## config.mk

```make
export PLATFORM = sky130hd
export DESIGN_NAME = exec_mdu_sequencer
export DESIGN_NICKNAME = d
export VERILOG_FILES = /design/src/rtl/exec_mdu_sequencer.sv
export SDC_FILE = /design/constraint.sdc
export NUM_CORES = 2
export LEC_CHECK = 0
export CAP_MARGIN = 30
export CORE_ASPECT_RATIO = 1.2
export CORE_MARGIN = 2
export CORE_UTILIZATION = 50
export DETAILED_ROUTE_END_ITERATION = 10
export PLACE_DENSITY_LB_ADDON = 0.1
export SYNTH_ARGS = -nofsm -noshare
export SYNTH_HDL_FRONTEND = slang
export SYNTH_SLANG_ARGS = --single-unit
```

## constraint.sdc

```tcl
create_clock -name i_clk -period 12.2 [get_ports i_clk]
set_input_delay 1.22 -clock i_clk [delete_from_list [all_inputs] [get_ports i_clk]]
set_output_delay 1.22 -clock i_clk [all_outputs]
set_load 0.05 [all_outputs]
```

## src/rtl/exec_mdu_sequencer.sv

```systemverilog
// Multi-cycle RV64 M-extension multiply/divide sequencer for the execute stage.
// Captures operands when an M-type instruction starts, runs DATA_WIDTH iterations of
// shift-add multiply or restoring divide on magnitudes, then applies the recorded sign.
// Divide-by-zero and signed overflow resolve in one cycle without iterating.
//
// Ports:
//   i_clk, i_arst          clock (rising edge), asynchronous active-high reset
//   i_start                valid M-type instruction in execute this cycle
//   i_func3, i_word        operation select and RV64 W-variant flag
//   i_src_1, i_src_2       forwarded rs1 / rs2 values
//   i_flush                kill the execute-stage instruction (overrides i_start)
//   o_stall                hold fetch/decode/execute pipeline registers
//   o_busy                 sequencer not idle
//   o_done                 one-cycle pulse, o_result valid
//   o_result               final result, held until the next completion
//
// DATA_WIDTH must be greater than 32 (W variants use the low 32 bits).

module exec_mdu_sequencer #(
  parameter int unsigned DATA_WIDTH = 64
) (
  input  logic                  i_clk,
  input  logic                  i_arst,
  input  logic                  i_start,
  input  logic [2:0]            i_func3,
  input  logic                  i_word,
  input  logic [DATA_WIDTH-1:0] i_src_1,
  input  logic [DATA_WIDTH-1:0] i_src_2,
  input  logic                  i_flush,
  output logic                  o_stall,
  output logic                  o_busy,
  output logic                  o_done,
  output logic [DATA_WIDTH-1:0] o_result
);

  localparam int unsigned W    = DATA_WIDTH;
  localparam int unsigned CntW = $clog2(DATA_WIDTH) + 1;
  localparam logic [CntW-1:0] LastCnt = CntW'(DATA_WIDTH - 1);

  typedef enum logic [1:0] {StIdle, StCalc, StDone} state_e;

  state_e          state_q, state_d;
  logic [CntW-1:0] cnt_q, cnt_d;
  logic [2*W-1:0]  acc_q, acc_d;     // mul: {partial, multiplier}; div: {remainder, dividend/quotient}
  logic [W-1:0]    mcand_q, mcand_d; // multiplicand or divisor magnitude
  logic [2:0]      op_q, op_d;
  logic            word_q, word_d;
  logic            neg_q, neg_d;     // negate the selected result at the end
  logic [W-1:0]    result_q, result_d;

  function automatic logic [W-1:0] word_fix(input logic word, input logic [W-1:0] v);
    return word ? {{(W-32){v[31]}}, v[31:0]} : v;
  endfunction

  // ---------------------------------------------------------------------------
  // Operand preparation and special-case detection at capture
  // ---------------------------------------------------------------------------
  logic         capture, is_div, sgn1, sgn2, neg1, neg2, div_zero, div_ovf, special, cap_neg;
  logic [W-1:0] op1_ext, op2_ext, mag1, mag2, min_int, spec_res;

  always_comb begin
    is_div   = i_func3[2];
    // Unsigned rs1 for mulhu/divu/remu; rs2 additionally unsigned for mulhsu.
    sgn1     = ~(i_func3[0] & (i_func3[1] | i_func3[2]));
    sgn2     = sgn1 & (i_func3 != 3'd2);
    op1_ext  = i_word ? {{(W-32){sgn1 & i_src_1[31]}}, i_src_1[31:0]} : i_src_1;
    op2_ext  = i_word ? {{(W-32){sgn2 & i_src_2[31]}}, i_src_2[31:0]} : i_src_2;
    neg1     = sgn1 & op1_ext[W-1];
    neg2     = sgn2 & op2_ext[W-1];
    mag1     = neg1 ? -op1_ext : op1_ext;
    mag2     = neg2 ? -op2_ext : op2_ext;
    // Word min-int is compared after sign extension.
    min_int  = i_word ? {{(W-31){1'b1}}, {31{1'b0}}} : {1'b1, {(W-1){1'b0}}};
    div_zero = is_div & (op2_ext == '0);
    div_ovf  = is_div & sgn2 & (op1_ext == min_int) & (op2_ext == '1);
    special  = div_zero | div_ovf;
    if (i_func3[1]) spec_res = div_zero ? op1_ext : '0;  // rem/remu
    else            spec_res = div_zero ? '1 : op1_ext;  // div/divu
    // Remainder follows the dividend sign; everything else takes the product of signs.
    cap_neg  = (is_div & i_func3[1]) ? neg1 : (neg1 ^ neg2);
  end

  assign capture = (state_q == StIdle) & i_start & ~i_flush;

  // ---------------------------------------------------------------------------
  // One iteration of multiply or divide, and the result it would finish with
  // ---------------------------------------------------------------------------
  logic [W:0]     mul_sum, div_trial;
  logic [W-1:0]   div_diff, mul_res, div_res, div_res_s, calc_res;
  logic           div_ge;
  logic [2*W-1:0] iter_next, prod_s;

  always_comb begin
    mul_sum   = {1'b0, acc_q[2*W-1:W]} + (acc_q[0] ? {1'b0, mcand_q} : '0);
    // Shifted remainder needs W+1 bits: its top bit comes from the old remainder MSB.
    div_trial = acc_q[2*W-1:W-1];
    div_ge    = div_trial >= {1'b0, mcand_q};
    div_diff  = div_trial[W-1:0] - mcand_q;
    if (op_q[2]) begin
      iter_next = {(div_ge ? div_diff : div_trial[W-1:0]), acc_q[W-2:0], div_ge};
    end else begin
      iter_next = {mul_sum, acc_q[W-1:1]};
    end
    prod_s    = neg_q ? -iter_next : iter_next;
    mul_res   = (op_q[1:0] == 2'd0) ? prod_s[W-1:0] : prod_s[2*W-1:W];
    div_res   = op_q[1] ? iter_next[2*W-1:W] : iter_next[W-1:0];
    div_res_s = neg_q ? -div_res : div_res;
    calc_res  = word_fix(word_q, op_q[2] ? div_res_s : mul_res);
  end

  // ---------------------------------------------------------------------------
  // FSM: state register, next state, outputs
  // ---------------------------------------------------------------------------
  always_ff @(posedge i_clk or posedge i_arst) begin
    if (i_arst) state_q <= StIdle;
    else        state_q <= state_d;
  end

  always_comb begin
    state_d = state_q;
    case (state_q)
      StIdle: if (i_start && !i_flush) state_d = special ? StDone : StCalc;
      StCalc: begin
        if (i_flush)                 state_d = StIdle;
        else if (cnt_q == LastCnt)   state_d = StDone;
      end
      StDone:  state_d = StIdle;
      default: state_d = StIdle;
    endcase
  end

  always_comb begin
    o_busy   = (state_q != StIdle);
    o_done   = (state_q == StDone);
    o_stall  = capture | (state_q == StCalc);
    o_result = result_q;
  end

  // ---------------------------------------------------------------------------
  // Datapath registers
  // ---------------------------------------------------------------------------
  always_comb begin
    cnt_d    = cnt_q;
    acc_d    = acc_q;
    mcand_d  = mcand_q;
    op_d     = op_q;
    word_d   = word_q;
    neg_d    = neg_q;
    result_d = result_q;
    case (state_q)
      StIdle: begin
        if (capture) begin
          op_d    = i_func3;
          word_d  = i_word;
          neg_d   = cap_neg;
          cnt_d   = '0;
          acc_d   = {{W{1'b0}}, (is_div ? mag1 : mag2)};
          mcand_d = is_div ? mag2 : mag1;
          if (special) result_d = word_fix(i_word, spec_res);
        end
      end
      StCalc: begin
        if (!i_flush) begin
          acc_d = iter_next;
          cnt_d = cnt_q + 1'b1;
          if (cnt_q == LastCnt) result_d = calc_res;
        end
      end
      default: ;
    endcase
  end

  always_ff @(posedge i_clk or posedge i_arst) begin
    if (i_arst) begin
      cnt_q    <= '0;
      acc_q    <= '0;
      mcand_q  <= '0;
      op_q     <= '0;
      word_q   <= 1'b0;
      neg_q    <= 1'b0;
      result_q <= '0;
    end else begin
      cnt_q    <= cnt_d;
      acc_q    <= acc_d;
      mcand_q  <= mcand_d;
      op_q     <= op_d;
      word_q   <= word_d;
      neg_q    <= neg_d;
      result_q <= result_d;
    end
  end

endmodule

```

==> reports/results.ini <==
[timing]
relSlewSlack_pct=17.59
fmax_mhz=118.6
fin_crit_sh_pct=69.14
postLayoutSetupSlackWorst_ns=3.765
worst_pin_slew_ns=1.229
setup_tns_ns=0
timing.final.hold_violations=0
rsz0062_at_grt=no
period_minus_slack_ns=8.435
report.final.slew_viol_count=0
fin_skew_ns=0.02605
setup_viol=0

[logic_synthesis]
synth_top_area_share_pct=18.41
synthTopCellsByArea=dfrtp_1 (18%), a21oi_1 (6.7%), nor2_1 (6.0%)
async_reset_ff_share_pct=100.0
synth_xor_area_share_pct=7.017
synth_fp_nets=5546
synth_top_cell_by_area=dfrtp_1
synth_compound_area_share_pct=32.66
synth_top_family_by_area=compound AO/OA/AOI/OAI gates
synthFlopType=dfrtp_1
syn-cell-area_um2=36700
ys_seq_elements=270
ys_warn_count=0
synthAdderAreaFrac_pct=5.932
ys_types=109
synth-seq-area-share_pct=18.41
synth-simple-area-share_pct=26.20
synth-edff-count=0
synthMuxAreaShare_pct=4.108
avgSynthCellArea_um2=6.958
syn_inst=5274

[floorplanning]
die-area_um2=75590
chipHeight_um=300.8
core_um2=72430
start_util_pct=50.67
placementRows=108
die_w_um=251.3
ios=203

[power_and_ir_drop]
leakage_nw=15.69
p_int_mw=4.790
ir_drop_uv=175.0
pwr-share-seq_pct=14.9
clkPwrFrac_pct=9.6
comb_power_share_pct=75.5
finalPower_mw=11.86
power_density_nw_per_um2=293.5
sw_frac_of_total_pct=59.62
p_sw_mw=7.074

[finish]
layout-drive-gt1-share_pct=6.416
final_common_cell=nor2_1
nNetsFinal=5511
most-common-layout-cells=nor2_1 (581), nand2_1 (563), a21oi_1 (487)
syn_to_final_growth_pct=10.16
fill_cells=7163

[worst_setup_path]
worst-path-buf-inv=2
worstPathRequired_ns=12.68
cp_top_family=simple AND/OR/NAND/NOR gates
cp_slowest_cell=or4_1
r2r-start=op_q[2]
endpoint_kind=flip-flop
timing.rr.end=o_result[57]
worstPathMaxFanout=58
cpPeakStageDelay_ns=0.86
crit_chain=buf_4 > buf_4 > mux2_2 > nor3_1 > nand4_1 > nor4_1 > nand3_1 > nor3_1 > nor4b_2 > nand2_1 > or4_1 > nor3_1 > o211ai_1 > o2111ai_4 > a21oi_1 > o31ai_1
critPathLaunchType=flip-flop
rr_worst_depth=16
critPathArrivalTime_ns=8.92
crit_type=reg -> reg
critPathMostFrequentCell=nor3_1
reg2reg_slack_ns=3.76

[min_path]
hold_depth=2
hold_class=reg -> reg
hp-start=o_result[21]
hold_end=o_result[21]

[global_routing]
antenna_found_initial=18
grt-ovfl-total=0
grt_pass1_vias=39380
grt_pass1_wl_um=259500
grt_max_degree=112
grt_usage_pct=45.34

[clock_tree]
post-cts-setup-buffer-count=0
clk_pin_slew_ns=0.06
clk_latency_ns=0.60
clock-sinks=270
cts.root.buffer_cell=clkbuf_16
cts_hold_buffers=0
cts_buffer_depth=3
numCtsBuffers=37
cts_tree=done
htree_levels=2
cts_resized=0

[place]
pre_cts_ws_ns=4.164
port_buffers=202
routabilityCongestion=1.053
hpwl_um=135600

[job]
maxCapViolations=0

[routing]
wl_per_cell_um=28.56
first_pass_iters=8
num_vias=43760
vias_per_cell=7.051
ant_nets=0
drc=0
dr.first_iter.drc_count=6793
wirelength_um=177300

[status]
status=complete, no violations

==> worst max-delay path by stage <==
stage | startpoint | to | slack, ns | cells past startpoint
detailed placement | op_q[2] | o_result[57] | 4.16 | 16
floorplan | i_arst | acc_q[0] | 3.54 | 1
CTS | op_q[2] | o_result[57] | 4.14 | 16
global route | acc_q[67] | o_result[56] | 3.46 | 25
finish | op_q[2] | o_result[57] | 3.76 | 16
global placement | op_q[2] | o_result[57] | 4.14 | 16
==> power groups by stage <==
stage	logic [mW]	clock network (mW)	registers, mW
after floorplan	5.53	0	1.86
after global placement	8.50	0	1.74
after detailed placement	8.49	0	1.75
after CTS	8.54	1.14	1.74
after global routing	9.42	1.17	1.81
final	8.96	1.14	1.77
==> logic make-up (layout without fill, tap and decap cells) <==
| kind of cell | after synthesis | after routing |
|---|---|---|
| adders and majority gates | 182 | 182 |
| DFF | 270 | 270 |
| buffers and inverters | 516 | 510 |
| xor gates and xnor gates | 294 | 294 |
| muxes | 142 | 142 |
| AOI/OAI and AO/OA | 1848 | 1848 |
| and+or+nand+nor | 2022 | 2022 |
| other | 0 | 4 |
==> per-layer routing <==
layer  up-vias  GRT usage (%)  share of wire, %
met5         -              0             0.034
met4        10          20.80               5.4
met3       496          12.05                13
met2      2992          66.73                42
met1     20760          61.84                40
li1      19510              -                 -
==> tightest hold or removal path, cell delays in order (launching register included) <==
cell	delay [ns]
dfrtp_1	0.34
nand2_1	0.04
o21ai_0	0.06
==> metrics by stage <==
step                      instances  utilization (%)  instance area (µm²)  hold WS [ns]
final                          6207            55.81                40430        0.4814
after global placement         6118            53.99                39100        0.4613
after detailed placement       6130            54.08                39170        0.4738
after CTS                      6198            55.76                40390        0.4816
after floorplan                5274                -                36700        0.4486
after global routing           6203            55.80                40420        0.5073
==> synthesized netlist by cell type, types with 96 or more instances <==
| library cell | count |
|---|---|
| clkbuf_1 | 295 |
| nand4_1 | 96 |
| nand2_1 | 564 |
| xnor2_1 | 144 |
| xor2_1 | 150 |
| o21ai_0 | 438 |
| ha_1 | 134 |
| inv_1 | 130 |
| a21oi_1 | 488 |
| dfrtp_1 | 270 |
| a211oi_1 | 114 |
| nor2_1 | 586 |
| o211ai_1 | 97 |
| nand3_1 | 112 |
| nor3_1 | 186 |
==> state kept, by name, summed over array words and instances, names as in the netlist <==
name / flops
state_q: 2
o_result: 64
op_q: 3
cnt_q: 7
word_q: 1
mcand_q: 64
neg_q: 1
acc_q: 128
==> cell type report <==
| cell class | count | area [µm²] | area share [%] |
|---|---|---|---|
| repair buffers | 309 | 2784 | 6.887 |
| diodes | 4 | 10.01 | 0.02476 |
| multi-input cells | 4488 | 27970 | 69.19 |
| clock buffers | 52 | 1065 | 2.634 |
| well taps | 935 | 1170 | 2.894 |
| clock inverters | 16 | 152.6 | 0.3776 |
| inverters | 133 | 508.0 | 1.257 |
| flip-flops and latches | 270 | 6768 | 16.74 |
(Power assumes the default switching activity.)
